## config.mk

```make
export PLATFORM = sky130hd
export DESIGN_NAME = submean_mc
export DESIGN_NICKNAME = d
export VERILOG_FILES = /design/src/rtl/submean_pkg.sv /design/src/rtl/submean_chan.sv /design/src/rtl/submean_mc.sv
export SDC_FILE = /design/constraint.sdc
export NUM_CORES = 2
export LEC_CHECK = 0
export CAP_MARGIN = 5
export CORE_UTILIZATION = 55
export CTS_CLUSTER_SIZE = 30
export DETAILED_ROUTE_END_ITERATION = 6
export GPL_TIMING_DRIVEN = 0
export PLACE_DENSITY = 0.72
export RECOVER_POWER = 50
export SYNTH_ARGS = -nofsm -noshare
export SYNTH_HDL_FRONTEND = slang
export SYNTH_SLANG_ARGS = --single-unit
```

## constraint.sdc

```tcl
create_clock -name clk -period 15.2 [get_ports clk]
set_clock_uncertainty 0.2 [all_clocks]
set_input_delay 3.04 -clock clk [delete_from_list [all_inputs] [get_ports clk]]
set_output_delay 3.04 -clock clk [all_outputs]
set_load 0.005 [all_outputs]
```

## src/rtl/submean_pkg.sv

```systemverilog
// Shared helpers for the moving-average DC-removal block:
// window/accumulator sizing and the saturating narrow.
package submean_pkg;

   localparam int MAX_DW = 32;

   function automatic int win(input int lw);
      return 1 << lw;
   endfunction

   function automatic int acc_w(input int dw, input int lw);
      return dw + lw;
   endfunction

   // Clamp a wide signed value into a dw-bit signed range.
   function automatic logic signed [MAX_DW-1:0] sat_sN(
      input logic signed [MAX_DW:0] v,
      input int dw
   );
      localparam logic [MAX_DW:0] ONE = (MAX_DW+1)'(1);
      logic signed [MAX_DW:0] hi;
      logic signed [MAX_DW:0] lo;
      hi = $signed((ONE << (dw - 1)) - ONE);
      lo = -hi - $signed(ONE);
      if (v > hi)
         return hi[MAX_DW-1:0];
      else if (v < lo)
         return lo[MAX_DW-1:0];
      else
         return v[MAX_DW-1:0];
   endfunction

endpackage

```

## src/rtl/submean_chan.sv

```systemverilog
// One channel lane: ring buffer, running sum and the
// two-stage subtract-and-saturate datapath.
module submean_chan
   import submean_pkg::*;
#(
   parameter int DW = 16,
   parameter int LW = 4
) (
   input  logic                 clk,
   input  logic                 reset,
   input  logic                 flush,
   input  logic                 take,
   input  logic                 full,
   input  logic                 upd,
   input  logic [LW-1:0]        wptr,
   input  logic signed [DW-1:0] x,
   output logic signed [DW-1:0] y
);

   localparam int W   = win(LW);
   localparam int ACC = acc_w(DW, LW);

   logic signed [DW-1:0]  ring [W];
   logic signed [ACC-1:0] sum;
   logic signed [ACC-1:0] sum_new;
   logic signed [DW-1:0]  old;
   logic signed [DW-1:0]  xr;
   logic signed [DW-1:0]  mr;
   logic signed [DW:0]    diff;
   logic signed [DW-1:0]  y_sat;

   assign old     = full ? ring[wptr] : '0;
   assign sum_new = sum + ACC'(x) - ACC'(old);
   assign diff    = {xr[DW-1], xr} - {mr[DW-1], mr};
   assign y_sat   = DW'(sat_sN((MAX_DW+1)'(diff), DW));

   // No reset on the storage: cnt gating hides stale entries.
   always_ff @(posedge clk) begin
      if (take)
         ring[wptr] <= x;
   end

   always_ff @(posedge clk) begin
      if (reset || flush) begin
         sum <= '0;
      end else if (take) begin
         sum <= sum_new;
         xr  <= x;
         mr  <= sum_new[ACC-1:LW];
      end
   end

   always_ff @(posedge clk) begin
      if (reset)
         y <= '0;
      else if (upd)
         y <= y_sat;
   end

endmodule

```

## src/rtl/submean_mc.sv

```systemverilog
// Multi-channel moving-average DC removal; owns the shared
// write pointer, fill counter and valid pipeline.
module submean_mc
   import submean_pkg::*;
#(
   parameter int DATA_WIDTH = 16,
   parameter int NUM_CH     = 4,
   parameter int LOG2_WIN   = 4
) (
   input  logic                         clk,
   input  logic                         reset,
   input  logic                         flush,
   input  logic                         in_valid,
   input  logic [NUM_CH*DATA_WIDTH-1:0] in_data,
   output logic                         out_valid,
   output logic [NUM_CH*DATA_WIDTH-1:0] out_data,
   output logic                         primed
);

   localparam int W  = win(LOG2_WIN);
   localparam int CW = LOG2_WIN + 1;

   logic [LOG2_WIN-1:0] wptr;
   logic [CW-1:0]       cnt;
   logic                v1;
   logic                take;
   logic                full;
   logic                upd;

   assign take = in_valid & ~flush & ~reset;
   assign full = (cnt == CW'(W));
   assign upd  = v1 & ~flush & ~reset;

   always_ff @(posedge clk) begin
      if (reset || flush) begin
         wptr      <= '0;
         cnt       <= '0;
         v1        <= 1'b0;
         out_valid <= 1'b0;
         primed    <= 1'b0;
      end else begin
         out_valid <= v1;
         if (v1)
            primed <= 1'b1;
         v1 <= take && (cnt >= CW'(W - 1));
         if (take) begin
            wptr <= wptr + LOG2_WIN'(1);
            if (!full)
               cnt <= cnt + CW'(1);
         end
      end
   end

   for (genvar c = 0; c < NUM_CH; c++) begin : g_ch
      submean_chan #(
         .DW (DATA_WIDTH),
         .LW (LOG2_WIN)
      ) u_chan (
         .clk   (clk),
         .reset (reset),
         .flush (flush),
         .take  (take),
         .full  (full),
         .upd   (upd),
         .wptr  (wptr),
         .x     (in_data[c*DATA_WIDTH +: DATA_WIDTH]),
         .y     (out_data[c*DATA_WIDTH +: DATA_WIDTH])
      );
   end

endmodule
```

Word-level counts from Yosys, hierarchy flattened
Memories as Yosys holds them, arrays and structs flattened. A register that Yosys moved wholly into a read port is not among the register bits.
Cells that the tools add are included.

storage, ports and cells
  ROM bits = 0
  memory bits (writable) = 1024
  bits in registers = 284
  latch bits = 0
  output and inout port bits = 66
  memories kept = 4
  logic and storage cells = 83
  input port bits = 68

memories
  memory               words  width  read ports  clocked after memory_dff  write ports  line                source
  g_ch[0].u_chan.ring  16     16     1           1                         1            submean_chan.sv:23  logic signed [DW-1:0] ring [W];
  g_ch[1].u_chan.ring  16     16     1           1                         1            submean_chan.sv:23
  g_ch[2].u_chan.ring  16     16     1           1                         1            submean_chan.sv:23
  g_ch[3].u_chan.ring  16     16     1           1                         1            submean_chan.sv:23

operators by class
  bitwise logic cells = 8
  magnitude comparators = 9
  div/mod/pow operators = 0
  equal/unequal tests = 1
  shifts and indexed selects = 0
  $add $sub $neg = 14
  multipliers = 0
  mux-type cells = 22
  reduce and logical (&&, ||, !) cells = 4

operator list
  operator              count
  $mux 16               12
  $add 20x16->20        4
  $sub 20x16->20        4
  $gt 17x16->1 const B  4
  $lt 17x16->1 const B  4
  $sub 16x16->17        4
  $mux 4                8
  $add 5x1->5 const B   1
  $eq 5x5->1 const B    1
  $ge 5x4->1 const B    1
  $add 4x1->4 const B   1
  $and 1x1->1           4
  $not 1->1             4
  $reduce_and 2->1      2
  $mux 1                2
  $logic_and 1x1->1     1
  $logic_or 1x1->1      1

Logic depth before layout (Yosys ltp)
  depth in word-level cells = 5
  depth in mapped cells = 19
  gate-level depth less buffers = 16

Modules after synthesis
Synthesis repeated with hierarchy kept, for this count alone.

second synthesis, totals
  cell total of the unflattened synthesis = 3727
  area total of the unflattened synthesis = 59082.9 um^2

by module, submodules not included
  module                              area an instance (um^2)  times used  cells an instance  seq. area each (um^2)
  submean_chan at g_ch[2].u_chan ...  14574.0                  2           905                9369.0
  submean_chan at g_ch[1].u_chan      14790.4                  1           939                9369.0
  submean_chan at g_ch[0].u_chan      14584.0                  1           918                9369.0
  submean_mc                          560.5                    1           60                 240.2

Worst setup path before layout
OpenSTA, ideal clock, no wires.

  path kind = input-to-reg
  start = input port reset
  end = memory g_ch[0].u_chan.ring[2][0] (enable)
  buffers on the path = 1
  required time = 14.435 ns
  library setup time = 0.565 ns
  path slack = 6.238 ns
  arrival = 8.198 ns
  stages = 6
  cell sequence = clkbuf_1 nor2_1 nand2_1 inv_2 nand2_1 nor3_1

between the ends
  cells in the longest elaborated chain, start to end = 4

RTL lines
  what                          line                source
  start: declaration            submean_mc.sv:11    input logic reset,
  $not 1->1                     submean_mc.sv:30    assign take = in_valid & ~flush & ~reset;
  $and 1x1->1                   submean_mc.sv:30
  $mux 1                        submean_chan.sv:39  if (take)
  $mux 1 (implied by the code)  submean_chan.sv:40  ring[wptr] <= x;
  end: declaration              submean_chan.sv:23

No other way between the ends.

Worst setup path in the final report
  start = input port flush
  end = register g_ch[0].u_chan.xr[3] (enable)

between the ends
  cells in the longest elaborated chain, start to end = 4
  elaborated cells between the ends (all ways) = 6
  classes of those cells = bitwise (4); reduce/logical (2)

RTL lines
  what                                   line                source
  start: declaration                     submean_mc.sv:12    input logic flush,
  $not 1->1                              submean_mc.sv:30
  $and 1x1->1 (2 in a row)               submean_mc.sv:30
  $reduce_and 2->1 (no source line) (*)  n/a
  end signal: assignment                 submean_chan.sv:48  xr <= x;
  end: declaration                       submean_chan.sv:27  logic signed [DW-1:0] xr;

Every way passes the cells marked *; elsewhere a longest branch is shown, timed or not.
A chain may end at the register's enable or synchronous reset.

==> impl_results.md <==
* Yosys Warn Count at 0
* CTS Buf Count at 133
* WP data required at 15,420 ps
* Post-Syn Nets at 3,902
* Synth Area in Adders at 0.0649
* Prevailing post-synth register cell: edfxtp_1
* XOR/XNOR Fraction of Synth Area at 0.0185
* Unrepaired setup endpoints after global routing: false
* CTS H-Tree Depth at 4
* Final core occ at 0.640
* Setup TNS at 0 ps
* CTS root buf: clkbuf_16
* Overflow after GRT at 0
* DPL Wire Length at 102,000 um
* Site Rows at 118
* Highest fanout seen on the critical path at 39
* Cell Int Power at 6.22 mW
* Fmax at 144 MHz
* Post-synth EDFFs at 1,152
* Arrival time worst endpoint at 7170 ps
* Synth Area in Simple Gates at 0.0398
* Syn Inst Count at 3,599
* R2r setup slk at 8440 ps
* Pleak at 23.3 nW
* Synth Area per Inst at 16.2 um2
* Total power draw at 8.32 mW
* Post-Syn Area at 58,200 um2
* R2R cell count at 17
* First-pass GRT wire length at 216,000 um
* Hold Buf Count CTS at 0
* Crit path largest cell delay at 1530 ps
* Num ports at 134
* Clock Power Share at 0.375
* Status: finished with violations
* MaxCap Viol Count at 1
* Synth cell types at 86
* Critical path capture point type: flop
* Crit path max-delay family: buffers and inverters
* Slowest cell on crit path: clkbuf_1
* Die area at 107,000 um2
* WHS Endpoint: g_ch[1].u_chan.y[15]
* Clk_lat worst skew at 760 ps
* Vias per cell at 6.17
* Post-DRT Antenna Nets at 0
* Residual DRC at 0
* Sequential share of power at 0.485
* Die W at 327 um
* Hold Crit Depth at 2
* Fraction of layout cells with a size suffix above 1 at 0.158
* CTS tree: done
* Seq cells post-synth at 1,312
* FF-to-FF End: g_ch[1].u_chan.mr[15]
* Vias in the first global route at 32,800
* Final Slew Violations at 28
* Min-delay src: g_ch[1].u_chan.y[15]
* Fin crit share at 0.457
* Vias at 33,500
* Drt total wl at 148,000 um
* Switching Share at 0.252
* Fraction of registers with async set/reset at 0
* CTS sink cnt at 1,312
* Initial DRC count at 3,836
* Min Tclk post-route at 6950 ps
* CTS resizes at 0
* Core area at 104,000 um2
* Largest family of logic cells by synthesized area: multiplexers
* Largest net degree at the start of global routing at 40
* Comb pwr share at 0.140
* Pre-CTS WS at 7790 ps
* Final hold vios at 0
* PortBufs at 131
* Initial Utilization at 0.558
* Compound-cell area share of the yosys netlist at 0.0610
* Worst hold path class: flop to flop
* Setup Buffers After CTS at 0
* WS Path Type: primary input to flop
* Relative slew slack at -0.375
* DRT Pass-1 Iters at 5
* Area growth from synthesis to layout at 14.7%
* Pwr dens at 125 nW/um2
* GRT Overall Usage at 0.280
* Die Ht at 327 um
* Hold slack final at 254 ps
* Final setup vio count at 0
* Sw Pwr at 2.10 mW
* Drt wl/cell at 27.3 um
* Clock Pin Slew Worst Setup and Hold Paths at 60 ps
* Sequential-to-total area share from yosys stat at 0.650
* Antenna violations before repair at 14
* Mux contribution to synthesized area at 0.131
* Nature of the critical path startpoint: primary input
* GPL Wtd Cong at 0.897
* WP buf/inv at 4
* Slew @ Worst Pin at 2060 ps
* FILL cells at 7,271
* Worst Setup Slack, final at 8250 ps
* CTS max path bufs at 3
* Max VDD drop at 0.121 mV
* Critical path, cell by cell: dlygate4sd3_1, nor2_1, nand2_1, inv_1, clkbuf_1, buf_12
* Layout Nets at 4,244
* Failing checks: capacitance limit, slew limit
[power groups by stage]
| stage | Combinational [mW] | Sequential (mW) | Clock, mW |
|---|---|---|---|
| 4_1_cts | 1.16 | 4.03 | 3.15 |
| 5_1_grt | 1.27 | 4.03 | 3.28 |
| 3_3_place_gp | 1.12 | 4.11 | 0 |
| 6_report | 1.17 | 4.03 | 3.12 |
| 2_1_floorplan | 0.826 | 4.10 | 0 |
| 3_5_place_dp | 1.15 | 4.11 | 0 |
[logic make-up after synthesis]
| group | count (synthesis) |
|---|---|
| flops | 1312 |
| buf+inv | 537 |
| compound gates | 530 |
| simple gates | 476 |
| mux | 364 |
| fa+ha+maj | 258 |
| xor+xnor | 122 |
[layout by cell type, fill, tap and decap left out, drive strengths merged, types with 7 or more instances in the layout]
| master | netlist | layout |
|---|---|---|
| a32o | 11 | 11 |
| dlygate4sd3 | 0 | 131 |
| a21o | 39 | 39 |
| nand3 | 59 | 59 |
| nand4 | 10 | 10 |
| clkinv | 1 | 46 |
| a211oi | 30 | 30 |
| a21oi | 143 | 143 |
| nor2b | 18 | 18 |
| fa | 80 | 80 |
| nor2 | 147 | 147 |
| o21bai | 11 | 11 |
| and3 | 11 | 11 |
| xnor2 | 75 | 75 |
| o21ai | 124 | 124 |
| edfxtp | 1152 | 1152 |
| dfxtp | 160 | 160 |
| o31ai | 10 | 10 |
| and2 | 61 | 61 |
| maj3 | 23 | 23 |
| clkbuf | 101 | 282 |
| nor3 | 24 | 24 |
| a31oi | 18 | 18 |
| nand2 | 92 | 92 |
| buf | 41 | 113 |
| mux4 | 316 | 316 |
| mux2i | 48 | 48 |
| inv | 394 | 404 |
| o21a | 42 | 42 |
| nand2b | 19 | 19 |
| xor2 | 47 | 47 |
| o31a | 14 | 14 |
| a22o | 22 | 22 |
| or3 | 7 | 7 |
| ha | 155 | 155 |
[how the worst max path moves through the flow]
stage                      startpoint                   endpoint  slack [ps]  cells after the start
after global placement          flush  g_ch[0].u_chan.ring[2][0]       -1020                      6
after floorplan                 reset  g_ch[0].u_chan.ring[2][0]        6240                      6
after CTS                        flop      g_ch[1].u_chan.mr[15]        8460                     17
after detailed placement  in_data[17]      g_ch[1].u_chan.mr[15]        7790                     13
after global routing            flush       g_ch[0].u_chan.mr[1]        8160                      6
final                           flush       g_ch[0].u_chan.xr[3]        8250                      6
[cell usage after synthesis, types with 4 or more instances]
library cell     n  area (um2)
ha_1           155        1940
mux4_2         316        7120
o21a_1          42         315
edfxtp_1      1152       34600
o31a_1          14         123
buf_1           15        56.3
and2_1          61         382
nand3_1         59         295
o21bai_1        11        82.6
a211oi_1        30         225
nand2_1         92         345
a21o_1          38         285
xnor2_1         74         648
maj3_1          20         200
o221ai_1         5        43.8
nor2_1         147         552
a32o_1          11         110
and3_1          11        68.8
dfxtp_1        160        3200
nand3b_1         4        30.0
a221o_1          5        50.1
buf_2           24         120
o21ai_1         40         200
a31oi_1         17         106
or3_1            7        43.8
clkbuf_1       101         379
fa_1            80        1600
xor2_1          47         412
inv_1          392        1470
a22o_1          22         193
nand4_1         10        62.6
or2_2            4        25.0
a21oi_1        143         716
nor2b_1         18         113
mux2i_1         48         480
nor4_1           5        31.3
a211o_1          6        52.6
o31ai_1         10        75.1
nor3_1          24         120
nand2b_1        19         119
o21ai_0         82         410
o211ai_1         6        45.0
[final cells by class]
cell class	count	area, um2	share of cell area
Antenna cell	3	7.51	0.000113
Buffer	142	574	0.00861
Clock buffer	177	3650	0.0547
Clock inverter	62	440	0.00660
Inverter	395	1480	0.0222
Multi-Input combinational cell	1750	18400	0.276
Sequential cell	1312	37800	0.567
Tap cell	1380	1730	0.0259
Timing Repair Buffer	207	2600	0.0389
[worst reg2reg max path, cell delays in order, from the launching register on]
cell and delay [ps]:
dfxtp_1 310, clkbuf_1 190, clkbuf_1 860, buf_1 900, mux4_2 620, mux4_2 550, and2_1 220, fa_1 480
inv_1 70, ha_1 280, a21o_1 160, a21oi_1 240, nor2b_1 100, o31ai_1 390, a21boi_1 210, a31oi_1 330
o21ai_0 190, xor2_1 170
[layer usage]
metal / vias up / global-route usage / part of all wire
li1: 14400 / - / -
met1: 17100 / 0.407 / 0.41
met2: 1697 / 0.431 / 0.46
met3: 276 / 0.0500 / 0.10
met4: 8 / 0.0953 / 0.031
met5: - / 0 / 0.00040
[sequential cells by signal, summed over array words and instances (netlist names), named ones only]
signal,count
g_ch.u_chan.ring,1024
g_ch.u_chan.sum,80
g_ch.u_chan.mr,64
g_ch.u_chan.xr,64
g_ch.u_chan.y,64
cnt,5
wptr,4
out_valid,1
primed,1
v1,1
[per-stage QoR]
stage               instances  area, um2
floorplan                3599      58200
global placement         5110      61200
detailed placement       5186      62600
CTS                      5425      66700
global route             5426      66700
finish                   5428      66700
Power figures use the tool's default switching activity.
